[src/rtl/imem_boot_loader_pkg.sv]
// Shared types and constants for the Olivia instruction-memory boot loader.
// Holds the FSM state encoding, error codes and header/depth defaults.
package imem_boot_loader_pkg;

    localparam int IM_WORDS_DEFAULT = 16;
    localparam int HDR_W            = 16;

    localparam logic [1:0] ERR_NONE = 2'b00;
    localparam logic [1:0] ERR_LEN  = 2'b01;
    localparam logic [1:0] ERR_CSUM = 2'b10;

    typedef enum logic [2:0] {
        ST_HDR_HI  = 3'd0,
        ST_HDR_LO  = 3'd1,
        ST_PAYLOAD = 3'd2,
        ST_CHECK   = 3'd3,
        ST_DONE    = 3'd4,
        ST_ERR     = 3'd5
    } loaderState_t;

    // The loader takes bytes in every state except the two terminal ones.
    function automatic logic stateAcceptsBytes(input loaderState_t s);
        return (s != ST_DONE) && (s != ST_ERR);
    endfunction

endpackage

[src/rtl/imem_boot_loader_byte_packer.sv]
// Packs a big-endian byte stream into 32-bit words; the first byte of a
// word ends up in [31:24]. Partial words are held while no bytes arrive.
module imem_boot_loader_byte_packer (
    input  logic        CLK,
    input  logic        RST,
    input  logic        clear_i,
    input  logic        byteValid_i,
    input  logic [7:0]  byte_i,
    output logic [31:0] word_o,
    output logic        wordValid_o
);

    logic [23:0] shift_q, shift_d;
    logic [1:0]  byteIdx_q, byteIdx_d;

    always_comb begin
        shift_d   = shift_q;
        byteIdx_d = byteIdx_q;
        if (clear_i) begin
            shift_d   = '0;
            byteIdx_d = '0;
        end else if (byteValid_i) begin
            shift_d   = {shift_q[15:0], byte_i};
            byteIdx_d = byteIdx_q + 2'd1;
        end
    end

    always_ff @(posedge CLK) begin
        if (!RST) begin
            shift_q   <= '0;
            byteIdx_q <= '0;
        end else begin
            shift_q   <= shift_d;
            byteIdx_q <= byteIdx_d;
        end
    end

    // The completed word is offered in the same cycle as its 4th byte.
    assign word_o      = {shift_q, byte_i};
    assign wordValid_o = byteValid_i && !clear_i && (byteIdx_q == 2'd3);

endmodule

[src/rtl/imem_boot_loader.sv]
// Streams a length-prefixed, XOR-checksummed program image into instruction
// memory and holds the Olivia core in reset until the image is verified.
module imem_boot_loader
    import imem_boot_loader_pkg::*;
#(
    parameter int IM_WORDS = IM_WORDS_DEFAULT,
    parameter int AW       = 4
) (
    input  logic          CLK,
    input  logic          RST,
    input  logic          s_valid,
    input  logic [7:0]    s_data,
    output logic          s_ready,
    input  logic          restart,
    output logic          im_we,
    output logic [AW-1:0] im_waddr,
    output logic [31:0]   im_wdata,
    output logic          core_rst,
    output logic          done,
    output logic          err,
    output logic [1:0]    err_code,
    output logic [AW:0]   words_loaded
);

    loaderState_t state_q, state_d;
    logic [7:0]   lenHi_q, lenHi_d;
    logic [AW:0]  lenWords_q, lenWords_d;
    logic [AW:0]  wordsLoaded_q, wordsLoaded_d;
    logic [7:0]   csum_q, csum_d;
    logic         imWe_q, imWe_d;
    logic [AW-1:0] imWaddr_q, imWaddr_d;
    logic [31:0]  imWdata_q, imWdata_d;
    logic         coreRst_q, coreRst_d;
    logic         done_q, done_d;
    logic         err_q, err_d;
    logic [1:0]   errCode_q, errCode_d;

    logic             accept;
    logic             packValid;
    logic             packClear;
    logic [31:0]      packWord;
    logic             packWordValid;
    logic [HDR_W-1:0] hdrLen;
    logic [AW:0]      wordsNext;

    assign s_ready   = stateAcceptsBytes(state_q);
    assign accept    = s_valid && s_ready;
    assign packValid = accept && (state_q == ST_PAYLOAD);
    assign packClear = restart && ((state_q == ST_DONE) || (state_q == ST_ERR));
    assign hdrLen    = {lenHi_q, s_data};
    assign wordsNext = wordsLoaded_q + (AW+1)'(1);

    imem_boot_loader_byte_packer uPacker (
        .CLK         (CLK),
        .RST         (RST),
        .clear_i     (packClear),
        .byteValid_i (packValid),
        .byte_i      (s_data),
        .word_o      (packWord),
        .wordValid_o (packWordValid)
    );

    always_comb begin
        state_d       = state_q;
        lenHi_d       = lenHi_q;
        lenWords_d    = lenWords_q;
        wordsLoaded_d = wordsLoaded_q;
        csum_d        = csum_q;
        imWe_d        = 1'b0;
        imWaddr_d     = imWaddr_q;
        imWdata_d     = imWdata_q;
        coreRst_d     = coreRst_q;
        done_d        = done_q;
        err_d         = err_q;
        errCode_d     = errCode_q;

        case (state_q)
            ST_HDR_HI: begin
                if (accept) begin
                    lenHi_d = s_data;
                    state_d = ST_HDR_LO;
                end
            end
            ST_HDR_LO: begin
                // Oversized images are rejected here so no word is ever written.
                if (accept) begin
                    if (hdrLen > HDR_W'(IM_WORDS)) begin
                        state_d   = ST_ERR;
                        err_d     = 1'b1;
                        errCode_d = ERR_LEN;
                    end else if (hdrLen == '0) begin
                        state_d = ST_CHECK;
                    end else begin
                        lenWords_d = hdrLen[AW:0];
                        state_d    = ST_PAYLOAD;
                    end
                end
            end
            ST_PAYLOAD: begin
                if (accept) begin
                    csum_d = csum_q ^ s_data;
                    if (packWordValid) begin
                        imWe_d        = 1'b1;
                        imWaddr_d     = wordsLoaded_q[AW-1:0];
                        imWdata_d     = packWord;
                        wordsLoaded_d = wordsNext;
                        if (wordsNext == lenWords_q) begin
                            state_d = ST_CHECK;
                        end
                    end
                end
            end
            ST_CHECK: begin
                if (accept) begin
                    if (s_data == csum_q) begin
                        state_d   = ST_DONE;
                        coreRst_d = 1'b0;
                        done_d    = 1'b1;
                    end else begin
                        state_d   = ST_ERR;
                        err_d     = 1'b1;
                        errCode_d = ERR_CSUM;
                    end
                end
            end
            ST_DONE, ST_ERR: begin
                if (restart) begin
                    state_d       = ST_HDR_HI;
                    coreRst_d     = 1'b1;
                    done_d        = 1'b0;
                    err_d         = 1'b0;
                    errCode_d     = ERR_NONE;
                    wordsLoaded_d = '0;
                    csum_d        = '0;
                end
            end
            default: begin
                state_d = ST_HDR_HI;
            end
        endcase
    end

    always_ff @(posedge CLK) begin
        if (!RST) begin
            state_q       <= ST_HDR_HI;
            lenHi_q       <= '0;
            lenWords_q    <= '0;
            wordsLoaded_q <= '0;
            csum_q        <= '0;
            imWe_q        <= 1'b0;
            imWaddr_q     <= '0;
            imWdata_q     <= '0;
            coreRst_q     <= 1'b1;
            done_q        <= 1'b0;
            err_q         <= 1'b0;
            errCode_q     <= ERR_NONE;
        end else begin
            state_q       <= state_d;
            lenHi_q       <= lenHi_d;
            lenWords_q    <= lenWords_d;
            wordsLoaded_q <= wordsLoaded_d;
            csum_q        <= csum_d;
            imWe_q        <= imWe_d;
            imWaddr_q     <= imWaddr_d;
            imWdata_q     <= imWdata_d;
            coreRst_q     <= coreRst_d;
            done_q        <= done_d;
            err_q         <= err_d;
            errCode_q     <= errCode_d;
        end
    end

    assign im_we        = imWe_q;
    assign im_waddr     = imWaddr_q;
    assign im_wdata     = imWdata_q;
    assign core_rst     = coreRst_q;
    assign done         = done_q;
    assign err          = err_q;
    assign err_code     = errCode_q;
    assign words_loaded = wordsLoaded_q;

endmodule
[config.mk]
export PLATFORM = sky130hd
export DESIGN_NAME = imem_boot_loader
export DESIGN_NICKNAME = d
export VERILOG_FILES = /design/src/rtl/imem_boot_loader_pkg.sv /design/src/rtl/imem_boot_loader_byte_packer.sv /design/src/rtl/imem_boot_loader.sv
export SDC_FILE = /design/constraint.sdc
export NUM_CORES = 1
export LEC_CHECK = 0
export ABC_AREA = 1
export ABC_CLOCK_PERIOD_IN_PS = 1700
export BUFFER_PORTS_ARGS = -buffer_cell sky130_fd_sc_hd__buf_2
export CAP_MARGIN = 10
export CORE_MARGIN = 2
export CORE_UTILIZATION = 44
export DETAILED_ROUTE_END_ITERATION = 10
export PLACE_DENSITY_LB_ADDON = 0.15
export SYNTH_ARGS = -nofsm -noshare
export SYNTH_HDL_FRONTEND = slang
export SYNTH_SLANG_ARGS = --single-unit
[constraint.sdc]
create_clock -name CLK -period 1.7 [get_ports CLK]
set_input_delay 0.17 -clock CLK [delete_from_list [all_inputs] [get_ports CLK]]
set_output_delay 0.17 -clock CLK [all_outputs]
set_load 0.005 [all_outputs]
==> results of run 1 <==
-- routing by layer --
layer	global-route usage	wire length (µm)	vias up
met5	0	0	-
met4	0.06322	106	0
met3	0.04223	456	8
met2	0.3108	4081	75
met1	0.2695	4582	1594
li1	-	-	1844
-- power by group --
part	switching [mW]	internal, mW
clock network	0.851	0.705
registers	0.0651	2.38
logic	0.368	0.200
-- critical path, delay by kind of cell (launching register included) --
kind	cells	cell delay, ns
flip-flops	1	0.33
adder cells (fa/ha/maj)	1	0.33
XOR/XNOR	1	0.15
AO/OA/AOI/OAI	1	0.12
AND/OR/NAND/NOR	6	0.55
-- what timing repair did --
item                       4_1_cts  5_1_grt
setup endpoints to repair        0        8
buffers inserted                 0        3
hold buffers                     0        0
resized for setup                0        2
-- worst max-delay path by stage --
stage                     depth (start not counted)  slack (ns)           to       startpoint
after global routing                              9        0.01          err       lenHi_q[1]
after CTS                                         8        0.14  im_wdata[6]       state_q[1]
after floorplan                                   9        0.27   state_q[0]  words_loaded[0]
final                                             9        0.17   state_q[0]  words_loaded[0]
after global placement                           10        0.18   state_q[0]       state_q[1]
after detailed placement                          8        0.16  im_wdata[6]       state_q[1]
-- layout by cell type (no fill, tap or decap), types with 2 or more instances in the layout --
| master | count |
|---|---|
| dfxtp_1 | 95 |
| xor2_1 | 3 |
| o21ai_1 | 4 |
| nand3_2 | 2 |
| ha_1 | 2 |
| nor2_1 | 62 |
| nand4_1 | 3 |
| nand2_1 | 135 |
| o21ai_0 | 49 |
| buf_4 | 18 |
| inv_6 | 2 |
| clkbuf_8 | 9 |
| inv_2 | 8 |
| a21oi_1 | 49 |
| nor3_1 | 2 |
| nor2_2 | 3 |
| a211oi_1 | 2 |
| inv_1 | 37 |
| dfxtp_2 | 2 |
| a31oi_1 | 2 |
| nand3_1 | 37 |
| xnor2_1 | 2 |
| buf_2 | 59 |
-- flip-flops by register name (all words and copies together), names as in the netlist --
register and cells:
im_wdata 32, uPacker.shift_q 24, csum_q 8, lenHi_q 8
lenWords_q 5, words_loaded 5, im_waddr 4, state_q 3
err_code 2, uPacker.byteIdx_q 2, core_rst 1, done 1
err 1, im_we 1
-- layout make-up --
| cell class | instances | area [µm²] | area share |
|---|---|---|---|
| clock buffer | 10 | 127.6 | 0.02785 |
| multi-input combinational | 367 | 1702 | 0.3713 |
| inverter | 45 | 168.9 | 0.03686 |
| tap | 108 | 135.1 | 0.02948 |
| sequential | 97 | 1944 | 0.4242 |
| timing repair buffer | 77 | 430.4 | 0.09391 |
| clock inverter | 6 | 75.07 | 0.01638 |
-- per-stage QoR --
| step | instances | total power [mW] | cell area (µm²) | hold WS [ns] | setup slack [ns] |
|---|---|---|---|---|---|
| after floorplan | 532 | 2.899 | 3921 | 0.2731 | 0.2655 |
| after global placement | 691 | 3.042 | 4355 | 0.4473 | 0.1823 |
| after detailed placement | 691 | 3.057 | 4355 | 0.4502 | 0.1579 |
| after CTS | 707 | 4.588 | 4558 | 0.1260 | 0.1426 |
| after global routing | 710 | 4.787 | 4583 | 0.1277 | 0.01355 |
| final | 710 | 4.567 | 4583 | 0.1208 | 0.1672 |
-- logic make-up after synthesis --
| kind of cell | synth area share |
|---|---|
| and+or+nand+nor | 0.2690 |
| AOI/OAI and AO/OA | 0.1474 |
| DFF | 0.4952 |
| buffers and inverters | 0.07083 |
| xor gates and xnor gates | 0.01117 |
| adders and majority gates | 0.006381 |
==> results.py, run 1 <==
metrics = {
    "global_routing": {
        "grt_pass1_vias": 3226,
        "grt_first_pass_wirelength_mm": 15.46,
        "gr-total-overflow": 0,
        "grt_use_total": 0.1967,
        "grt_antenna_before_repair": 0,
        "grt_max_degree": 35,
    },
    "detailed_routing": {
        "drc": 0,
        "vias": 3521,
        "first_pass_iters": 4,
        "wl_per_cell_um": 12.99,
        "wirelength_mm": 9.226,
        "drt-initial-drc-count": 194,
        "antenna_left": 0,
        "via_per_inst": 4.959,
    },
    "final_layout": {
        "fillCellCount": 864,
        "nets": 611,
        "fin_util": 0.5281,
        "drive_gt1_frac": 0.1894,
        "antenna_cells": 0,
        "area_growth_pct": 16.88,
    },
    "clock_tree": {
        "htreeDepth": 3,
        "cts-root-buf": "clkbuf_8",
        "cts_buffers": 9,
        "clk_pin_slew_ns": 0.09,
        "cts_tree": "done",
        "cts.sink_count": 97,
        "insertion_delay_ns": 0.37,
        "cts_buffer_depth": 2,
    },
    "place": {
        "io_buffers": 59,
        "dp_hpwl_mm": 6.568,
        "gp_congestion": 0.8378,
    },
    "yosys": {
        "synth-seq-cells": 97,
        "yosysSeqAreaShare": 0.4952,
        "netlist_area_um2": 3921,
        "yosys-top-cells-area": "dfxtp_1 50%, nand2_1 13%, a21oi_1 6.3%",
        "synth_ff_type": "dfxtp_1",
        "syn_area_per_cell_um2": 7.371,
        "yosys.area.top_type_share": 0.4952,
        "yosysTopAreaCell": "dfxtp_1",
        "synth_edf_count": 0,
        "yosysWarnings": 0,
        "async_flop_share": 0,
        "synthCells": 532,
        "synth_common_cells": "135 x nand2_1, 97 x dfxtp_1, 62 x nor2_1",
        "synth.net_count": 546,
        "synth.distinct_cells": 33,
        "yosys.cell_count.top_type": "nand2_1",
    },
    "worst_setup_path": {
        "cp-start-kind": "flip-flop",
        "r2r_start": "words_loaded[0]",
        "cp_data_arrival_time_ns": 1.83,
        "crit_fanout": 3,
        "r2r_end": "state_q[0]",
        "r2r_cells": 9,
        "rrSetupSlack_ns": 0.17,
        "critPathMaxStageDelay_ns": 0.33,
        "critPathRequiredTime_ns": 2.00,
        "crit_chain": "ha_1 -> xor2_1 -> nor2_1 -> nand2_1 -> nor2_1 -> nand3_1 -> nand2_1 -> nand3_1 -> a21oi_1",
        "endpoint_kind": "flip-flop",
        "criticalPathCategory": "flip-flop to flip-flop",
        "critical_path.slowest_cell": "dfxtp_1",
    },
    "floorplan": {
        "initial_core_util": 0.4518,
        "std_cell_rows": 34,
        "die-area_um2": 9684,
        "core_um2": 8678,
        "die_h_um": 98.41,
        "ios": 60,
        "die_w_um": 98.41,
    },
    "sta": {
        "setup_tns_ns": 0,
        "worst_pin_slew_ns": 0.3428,
        "hold_viol": 0,
        "setup_violations": 0,
        "drv_slew": 0,
        "clock_skew_ns": 0.01007,
        "period_share": 0.9016,
        "period_minus_slack_ns": 1.533,
        "fmaxAchievable_mhz": 652.4,
        "slew_headroom": 0.7712,
        "rsz0062_at_grt": "no",
    },
    "power_and_ir_drop": {
        "p_leak_nw": 2.196,
        "p_per_area_nw_per_um2": 996.5,
        "peakVddDrop_mv": 0.4342,
    },
    "worst_hold_path": {
        "min-delay-start": "restart",
        "hold_path.class": "input pin to flip-flop",
        "whs_endpoint": "state_q[2]",
        "min_path_cells": 4,
    },
    "job": {
        "cap_violations": 0,
    },
    "status": {
        "status": "finished clean",
    },
}
(Power assumes the default switching activity.)
==> inputs of run 2 (changes only) <==
ABC_CLOCK_PERIOD_IN_PS = 1400   (was 1700)
clock period = 1.4 ns   (was 1.7 ns; I/O delays follow)
==> results.py, run 2 (synthesized netlist as in run 1, its figures left out) <==
metrics = {
    "status": {
        "status": "finished with violations",
        "violations": "negative setup slack",
    },
    "sta": {
        "setup_tns_ns": -0.08224,
        "clock_skew_ns": 0.009048,
        "hold_viol": 0,
        "period_share": 1.010,
        "slew_headroom": 0.8006,
        "worst_pin_slew_ns": 0.2991,
        "setup_ws_ns": -0.01456,
        "drv_slew": 0,
        "rsz0062_at_grt": "yes",
        "period_minus_slack_ns": 1.415,
        "setup_violations": 8,
        "fmaxAchievable_mhz": 706.9,
    },
    "detailed_routing": {
        "first_pass_iters": 4,
        "drc": 0,
        "via_per_inst": 4.947,
        "vias": 3671,
        "wl_per_cell_um": 12.91,
        "drt-initial-drc-count": 101,
        "wirelength_mm": 9.581,
        "antenna_left": 0,
    },
    "global_routing": {
        "grt_first_pass_wirelength_mm": 15.66,
        "grt_antenna_before_repair": 0,
        "grt_pass1_vias": 3335,
        "gr-total-overflow": 0,
        "grt_max_degree": 33,
        "grt_use_total": 0.1978,
    },
    "worst_setup_path": {
        "critPathRequiredTime_ns": 1.68,
        "cp_data_arrival_time_ns": 1.69,
        "rrSetupSlack_ns": -0.01,
        "criticalPathCategory": "flip-flop to flip-flop",
        "critical_path.slowest_cell": "dfxtp_4",
        "cp-start-kind": "flip-flop",
        "critPathMaxStageDelay_ns": 0.40,
        "endpoint_kind": "flip-flop",
        "r2r_start": "state_q[1]",
        "r2r_cells": 9,
        "crit_fanout": 8,
        "startpoint": "state_q[1]",
        "crit_chain": "inv_4 -> nor2_4 -> nand2_1 -> inv_2 -> a21oi_4 -> buf_4 -> nand2_4 -> a31oi_1 -> a211oi_1",
    },
    "worst_hold_path": {
        "min-delay-start": "restart",
        "hold_path.class": "input pin to flip-flop",
        "min_path_cells": 4,
    },
    "power_and_ir_drop": {
        "peakVddDrop_mv": 0.6946,
        "p_per_area_nw_per_um2": 1118,
        "p_leak_nw": 2.368,
        "power_mw": 5.612,
    },
    "final_layout": {
        "drive_gt1_frac": 0.2792,
        "largest_reg_flops": 32,
        "layout.cells.most_common": "nand2_1",
        "fin_util": 0.5786,
        "nets": 643,
        "area_growth_pct": 28.05,
        "antenna_cells": 0,
        "seqCellArea_um2": 1954,
        "multiInputGateArea_um2": 1829,
        "fillCellCount": 853,
        "final_cell_mix": "127 x nand2_1, 91 x dfxtp_1, 58 x nor2_1, 58 x buf_2",
    },
    "floorplan": {
        "core_um2": 8678,
        "ios": 60,
        "die_w_um": 98.41,
        "die_h_um": 98.41,
        "initial_core_util": 0.4518,
        "std_cell_rows": 34,
        "die-area_um2": 9684,
    },
    "clock_tree": {
        "ctsHoldBuffers": 0,
        "cts_tree": "done",
        "cts-root-buf": "clkbuf_8",
        "cts_buffer_depth": 2,
        "htreeDepth": 3,
        "cts_buffers": 9,
        "clk_pin_slew_ns": 0.09,
        "insertion_delay_ns": 0.36,
        "cts.sink_count": 97,
    },
    "place": {
        "dp_slack_ns": -0.09570,
        "gp_congestion": 0.8857,
        "dp_hpwl_mm": 6.742,
        "io_buffers": 59,
    },
    "job": {
        "cap_violations": 0,
    },
}
## run 2: cell types whose count changed in the layout (fill, tap and decap cells not counted), moves of 5 or more
cell and delta:
o21ai_1 +10, a21oi_1 -5, o21ai_0 -11, buf_4 +26
nand2_2 +7, nand2_1 -8
## run 2: power by group
| group | leakage (nW) | total [mW] | internal (mW) | switching (mW) |
|---|---|---|---|---|
| clock network | 0.101 | 1.77 | 0.736 | 1.04 |
| logic | 1.48 | 0.871 | 0.355 | 0.516 |
| registers | 0.789 | 2.97 | 2.89 | 0.0819 |
## run 2: critical path: cells and delay by family (launching register included)
kind | cells | cell delay (ns)
flops | 1 | 0.40
simple gates | 3 | 0.33
compound gates | 3 | 0.28
buf+inv | 3 | 0.31
## run 2: through the flow
step                area (µm²)  instances  hold slack, ns
finish                    5021        742         0.09535
global route              5021        742          0.1064
CTS                       4878        738         0.07826
detailed placement        4569        716          0.4399
global placement          4569        716          0.4467
floorplan                 3923        532          0.2431
## run 2: timing repair
item	in CTS	in global routing
setup buffers	6	4
pin swaps	6	3
cloned	0	0
gates resized for setup	23	40
endpoints found under the setup margin	78	88
## run 2: worst paths after layout
kind	endpoint
min reg2reg	done
max reg2reg	words_loaded[3]
max	words_loaded[3]
min	state_q[2]
## run 2: layer usage
layer  GRT usage  wire [µm]
met1      0.2686       4552
met2      0.3192       4475
met3     0.02863        435
met4     0.07692        117
met5           0          0
## run 2: layout make-up
type / instances / area share
Sequential cell: 97 / 0.3892
Multi-Input combinational cell: 367 / 0.3643
Clock inverter: 6 / 0.01146
Clock buffer: 10 / 0.02741
Tap cell: 108 / 0.02691
Inverter: 45 / 0.03538
Timing Repair Buffer: 109 / 0.1453
